File: config.mk
export PLATFORM = sky130hd
export DESIGN_NAME = dmem_arbiter
export DESIGN_NICKNAME = d
export VERILOG_FILES = /design/src/rtl/dmem_arbiter.sv
export SDC_FILE = /design/constraint.sdc
export NUM_CORES = 1
export LEC_CHECK = 0
export CORE_MARGIN = 5
export CORE_UTILIZATION = 35
export DETAILED_ROUTE_END_ITERATION = 8
export GPL_ROUTABILITY_DRIVEN = 0
export PLACE_DENSITY = 0.76
export SLEW_MARGIN = 5
export SYNTH_ARGS = -nofsm -noshare
export SYNTH_HDL_FRONTEND = slang
export SYNTH_SLANG_ARGS = --single-unit
File: constraint.sdc
create_clock -name clk -period 4.6 [get_ports clk]
set_input_delay 0.92 -clock clk [delete_from_list [all_inputs] [get_ports clk]]
set_output_delay 0.92 -clock clk [all_outputs]
set_load 0.02 [all_outputs]
File: src/rtl/dmem_arbiter.sv
// Two-port arbiter for a single-port, word-addressed data memory (port 0 = CPU, port 1 = DMA/debug).
// Define DMEM_ARB_ROUNDROBIN_EN for round-robin tie-breaking; the default build uses fixed priority to port 0.
module dmem_arbiter #(
  parameter int ADDR_LIMIT = 256,
  parameter int DW         = 32
) (
  input  logic          clk,
  input  logic          rst,
  input  logic          req0,
  input  logic          we0,
  input  logic [31:0]   addr0,
  input  logic [DW-1:0] wdata0,
  output logic          ack0,
  output logic [DW-1:0] rdata0,
  output logic          err0,
  input  logic          req1,
  input  logic          we1,
  input  logic [31:0]   addr1,
  input  logic [DW-1:0] wdata1,
  output logic          ack1,
  output logic [DW-1:0] rdata1,
  output logic          err1,
  output logic [31:0]   mem_access_addr,
  output logic [DW-1:0] mem_write_data,
  output logic          mem_write_en,
  output logic          mem_read,
  input  logic [DW-1:0] mem_read_data,
  output logic          busy
);

  typedef enum logic [1:0] {
    S_IDLE  = 2'd0,
    S_SERVE = 2'd1,
    S_ACK   = 2'd2
  } state_e;

  state_e        state_q, state_d;
  logic          win_q, win_d;
  logic          last_q, last_d;
  logic          we_q, we_d;
  logic [31:0]   addr_q, addr_d;
  logic [DW-1:0] wdata_q, wdata_d;
  logic [DW-1:0] rdata0_q, rdata0_d;
  logic [DW-1:0] rdata1_q, rdata1_d;
  logic          grant;
  logic          in_range;

  assign in_range = (addr_q < 32'(ADDR_LIMIT));

  // grant = 0 selects port 0, 1 selects port 1; only meaningful when a request is present.
  always_comb begin
    grant = 1'b0;
`ifdef DMEM_ARB_ROUNDROBIN_EN
    if (req0 && req1) begin
      grant = ~last_q;
    end else begin
      grant = ~req0;
    end
`else
    grant = ~req0;
`endif
  end

  // NOTE: every signal written below gets a default first, so no path leaves one unassigned and no latch is inferred.
  always_comb begin
    state_d  = state_q;
    win_d    = win_q;
    last_d   = last_q;
    we_d     = we_q;
    addr_d   = addr_q;
    wdata_d  = wdata_q;
    rdata0_d = rdata0_q;
    rdata1_d = rdata1_q;

    unique case (state_q)
      S_IDLE: begin
        if (req0 || req1) begin
          state_d = S_SERVE;
          win_d   = grant;
          we_d    = grant ? we1    : we0;
          addr_d  = grant ? addr1  : addr0;
          wdata_d = grant ? wdata1 : wdata0;
        end
      end
      S_SERVE: begin
        state_d = S_ACK;
        // Out-of-range accesses clear the winner's read data; in-range reads capture the memory.
        if (!in_range) begin
          if (win_q) rdata1_d = '0;
          else       rdata0_d = '0;
        end else if (!we_q) begin
          if (win_q) rdata1_d = mem_read_data;
          else       rdata0_d = mem_read_data;
        end
      end
      S_ACK: begin
        state_d = S_IDLE;
        last_d  = win_q;
      end
      default: begin
        state_d = S_IDLE;
      end
    endcase
  end

  // NOTE: state registers use non-blocking assignments so every flop samples pre-edge values.
  always_ff @(posedge clk or posedge rst) begin
    if (rst) begin
      state_q  <= S_IDLE;
      win_q    <= 1'b0;
      last_q   <= 1'b1;
      we_q     <= 1'b0;
      addr_q   <= '0;
      wdata_q  <= '0;
      rdata0_q <= '0;
      rdata1_q <= '0;
    end else begin
      state_q  <= state_d;
      win_q    <= win_d;
      last_q   <= last_d;
      we_q     <= we_d;
      addr_q   <= addr_d;
      wdata_q  <= wdata_d;
      rdata0_q <= rdata0_d;
      rdata1_q <= rdata1_d;
    end
  end

  // Enables and acks decode straight from state_q, so an asynchronous reset kills them at once.
  assign mem_access_addr = addr_q;
  assign mem_write_data  = wdata_q;
  assign mem_write_en    = (state_q == S_SERVE) && we_q && in_range;
  assign mem_read        = (state_q == S_SERVE) && !we_q && in_range;

  assign ack0   = (state_q == S_ACK) && !win_q;
  assign ack1   = (state_q == S_ACK) && win_q;
  assign err0   = ack0 && !in_range;
  assign err1   = ack1 && !in_range;
  assign rdata0 = rdata0_q;
  assign rdata1 = rdata1_q;
  assign busy   = (state_q != S_IDLE);

endmodule

**Word-level counts from Yosys, hierarchy flattened**

Cells that the tools add are included.

- Output and inout bits: 135
- Bits in registers: 132
- Word-level logic and storage cells: 47
- Input bits: 166

- Equal/unequal tests: 6
- Bitwise gates (word level): 1
- Reduce and logical (&&, ||, !) cells: 19
- Order comparisons: 1
- Multiplexer cells: 13

Operators with widths:

| operator | count |
|---|---|
| 32-bit 2-to-1 mux | 10 |
| 32-bit by 9-bit less-than comparator with 1-bit output, second input constant | 1 |
| 1-bit logical AND | 8 |
| 4-bit AND reduction | 2 |
| 2-bit nonzero test | 3 |
| 2-bit by 1-bit inequality test with 1-bit output, second input constant | 2 |
| 2-bit inequality test, second input constant | 2 |
| 2-bit case mux with 2 select lines | 1 |
| 1-bit logical NOT | 3 |
| 2-bit by 1-bit equality test with 1-bit output, second input constant | 1 |
| 2-bit equality test, second input constant | 1 |
| 2-bit logical NOT | 1 |
| 2-bit 2-to-1 mux | 1 |
| 2-bit AND reduction | 1 |
| 1-bit logical OR | 1 |
| 1-bit 2-to-1 mux | 1 |
| 1-bit inverter | 1 |

**Depth between registers and ports, before layout**

- Depth in word-level cells: 3
- Gate-level depth with buffers: 7
- Depth with buffers taken out: 4

**Least setup slack after synthesis**

No wires, ideal clock.

- Path type: reg-to-output
- From: register addr_q[29], in the netlist mem_access_addr[29]
- To: output mem_read
- Path buffers: 0
- Cell stages (with the launch flop): 5
- Arrival: 1511 ps
- Slack: 2169 ps
- Data required time: 3680 ps
- Path through: dfrtp_1 > nor4_1 > nand2_1 > nor2_1 > and3b_1

- Word-level cells in the longest chain between the ends: 2

Ends and longest elaborated chain:

| element | line | source |
|---|---|---|
| start: declaration | 41 | `logic [31:0] addr_q, addr_d;` |
| start signal: assignment | 122 | `addr_q <= addr_d;` |
| 32-bit by 9-bit less-than comparator with 1-bit output | 48 | `assign in_range = (addr_q < 32'(ADDR_LIMIT));` |
| 1-bit logical AND | 133 | `assign mem_read = (state_q == S_SERVE) && !we_q && in_range;` |
| end: declaration | 26 | `output logic mem_read,` |

No other way between the ends.

**Worst setup path in the final report**

- From: register addr_q[28], in the netlist mem_access_addr[28]
- To: output mem_read

Same word-level chain as after synthesis.

==> metrics <==
Post-Synth Simple-Gate Area under 10%; Worst Tran Pin Value roughly 0.86 ns; CP arrival 2.63 ns; hold slack 0.5009 ns; Synth area leader dfrtp_1; WP depth 5; vias in the first global route between 4000 and 5000; Min-Delay Path Class flop to flop; reg2reg path depth 5; Leak between 4 and 5 nW; startpoint types flop; post-synthesis compound-gate area fraction between 10% and 20%; RSZ-0062 raised after global routing no; Critical Path End Type output port; Final nets roughly 900; minimum clock period roughly 3.6 ns; Cells on Worst Hold Path 1; synthesized area per cell about 12 µm²; Most used DFF post-synth dfrtp_1; Synth Register Bits approximately 130; ys async rst share 100.0%; TritonCTS Buffers 17; crit path capture mem_read; Setup CP Type flop to output port; Cells after DPL 947; period utilization 77.22%; Die ar. between 15000 and 20000 µm²; H-Tree Depth 4; Residual DRC 0; number of gates resized after CTS 0; # Post-CTS Setup Buffers 0; fraction of layout cells with a size suffix above 1 about 6.6%; Layout area overhead 68.60%; Netlist Area Pre-Place between 5000 and 6000 µm²; flop2flop setup slack between 2 and 3 ns; status finished, final reports clean; Finished Cell Area ~9400 µm²; Ports 301; Post-Synth XOR/XNOR Area 0%; max cap viols 0; Initial DRT Pass Iterations 6; required time worst endpoint 3.68 ns; critical path launch point mem_access_addr[28]$_DFFE_PP0P_; Crit-path slowest cell clkdlybuf4s50_1; post-synthesis adder-cell area fraction 0%; Cells after Synth ~460; Buf/Inv on CP 1; initial antenna violation count 0; largest net degree at the start of global routing 69; worst-path maximum fanout 5; clk slew on worst S/H paths roughly 0.05 ns; Post-synth EDFFs 0; Post-DP HPWL ~14000 µm; total power draw around 0.0050 W; Crit path max-delay family simple AND/OR/NAND/NOR gates; DP Area 8751 µm²; port bufs 300; Clock Path Buffers 2; GRT Util Overall 19.11%; Setup Skew 0.009106 ns; Worst path max stage delay just over 0.6 ns; Peak Freq 0.2815 GHz; setup TNS 0 ns; final setup vio count 0; post-synth top area share around three fifths; most common cell in the netlist dfrtp_1; Non-Filler Instances 978; CTS root buf clkbuf_16; post-synth cell types 23; Clk Latency, worst-skew pair approximately 0.4 ns; Initial DRC Count 196; Core Area about 16000 µm²; register area share after synthesis about three fifths; grt total ovfl 0; reg-to-reg endpoint rdata0[21]$_DFFE_PP0P_; Post-synth top cells dfrtp_1, a21oi_1, nor2_1; vias post-DR 4856; final wirelength about 18000 µm; Final Slew Violations 0; largest family of logic cells by synthesized area compound AO/OA/AOI/OAI gates; worst vdd ir between 0.3 and 0.4 mV; syn_nets ~620; Initial Util between 30% and 40%; die width approximately 140 µm; crit path cell chain nor4_1, nand2_1, nor2_1, and3b_1, clkdlybuf4s50_1; Routed Antenna Nets 0; filler cell count around 1300; Vias/cell 4.965; worst r2r src mem_access_addr[28]$_DFFE_PP0P_; CTS tree yes; Final Hold Fails 0; DIE HEIGHT about 140 µm; Synth area leaders dfrtp_1, mux2i_1, a22o_1; first-pass GRT wire length roughly 27000 µm; clock sinks roughly 130; Synth Warn # 0; multiplexer share of the synthesized area around an eighth; antenna cells 0; Max-slew headroom a little over two fifths; row cnt between 40 and 50; PwrDens approximately 540 nW/µm²; hold_buf cts 0; drt wl/cell ~18 µm
## placed cells by master (no fill, tap or decap)
cell type / synthesis / routed
clkdlybuf4s50_1: 0 / 299
dfrtp_1: 132 / 132
nor2_1: 67 / 67
a21oi_1: 67 / 67
mux2i_1: 65 / 65
a22o_1: 64 / 64
clkbuf_16: 0 / 17
buf_4: 0 / 7
nor4_4: 6 / 6
nor2b_1: 4 / 4
bufinv_16: 0 / 4
clkinvlp_4: 0 / 3
nor4_1: 2 / 2
nand2_1: 2 / 2
o21bai_2: 1 / 2
and3b_1: 2 / 2
nor3_1: 2 / 2
clkinv_2: 0 / 2
inv_6: 0 / 2
buf_12: 0 / 2
nand4_4: 1 / 1
nand3_1: 1 / 1
o21a_4: 0 / 1
nand2b_1: 1 / 1
inv_1: 2 / 1
nor3b_1: 1 / 1
and3_1: 1 / 1
inv_4: 0 / 1
clkbuf_1: 13 / 1
clkinv_4: 0 / 1
clkbuf_8: 0 / 1
## registers in the layout, indices dropped and copies added, names as in the netlist
signal           cells
state_q              2
rdata0              32
rdata1              32
win_q                1
mem_access_addr     32
mem_write_data      32
we_q                 1
## through the flow
stage | worst slack, ns | utilization (%)
floorplan | 0.1540 | -
global placement | 1.415 | 55.69
detailed placement | 1.371 | 55.69
CTS | 0.9300 | 59.65
global route | 0.8847 | 59.65
finish | 1.048 | 59.65
## layout make-up
type                    count  area [µm²]  share of cell area [%]
clock buffers              19       442.9                   4.726
clock inverters            12       178.9                   1.909
inverters                   2       10.01                  0.1068
multi-input cells         289        2082                   22.21
flip-flops and latches    132        3303                   35.24
well taps                 216       270.3                   2.883
repair buffers            308        3085                   32.92
## per-layer routing
metal	track usage (%)	vias up	share of wire (%)
met5	0	-	0
met4	5.711	0	1.4
met3	6.366	18	9.1
met2	32.17	229	50
met1	23.35	2357	39
li1	-	2252	-
## kinds of logic after synthesis
| kind of cell | count (synthesis) |
|---|---|
| and+or+nand+nor | 90 |
| muxes | 65 |
| DFF | 132 |
| AOI/OAI and AO/OA | 134 |
| buffers and inverters | 37 |
## power by group
| part | internal (W) | switching, W |
|---|---|---|
| combinational | 0.000860 | 0.00107 |
| clock | 0.000921 | 0.000497 |
| sequential | 0.00146 | 0.000241 |
| total | 0.00324 | 0.00181 |
## worst min path at each step
stage	startpoint	endpoint	slack, ns
floorplan	state_q[1]$_DFFE_PP0P_	state_q[1]$_DFFE_PP0P_	0.47
global placement	rdata1[14]$_DFFE_PP0P_	rdata1[14]$_DFFE_PP0P_	0.49
detailed placement	rdata0[1]$_DFFE_PP0P_	rdata0[1]$_DFFE_PP0P_	0.49
CTS	rdata1[2]$_DFFE_PP0P_	rdata1[2]$_DFFE_PP0P_	0.51
global route	rdata1[9]$_DFFE_PP0P_	rdata1[9]$_DFFE_PP0P_	0.51
finish	rdata1[11]$_DFFE_PP0P_	rdata1[11]$_DFFE_PP0P_	0.50
No activity file was read; power rests on OpenSTA's default activity.
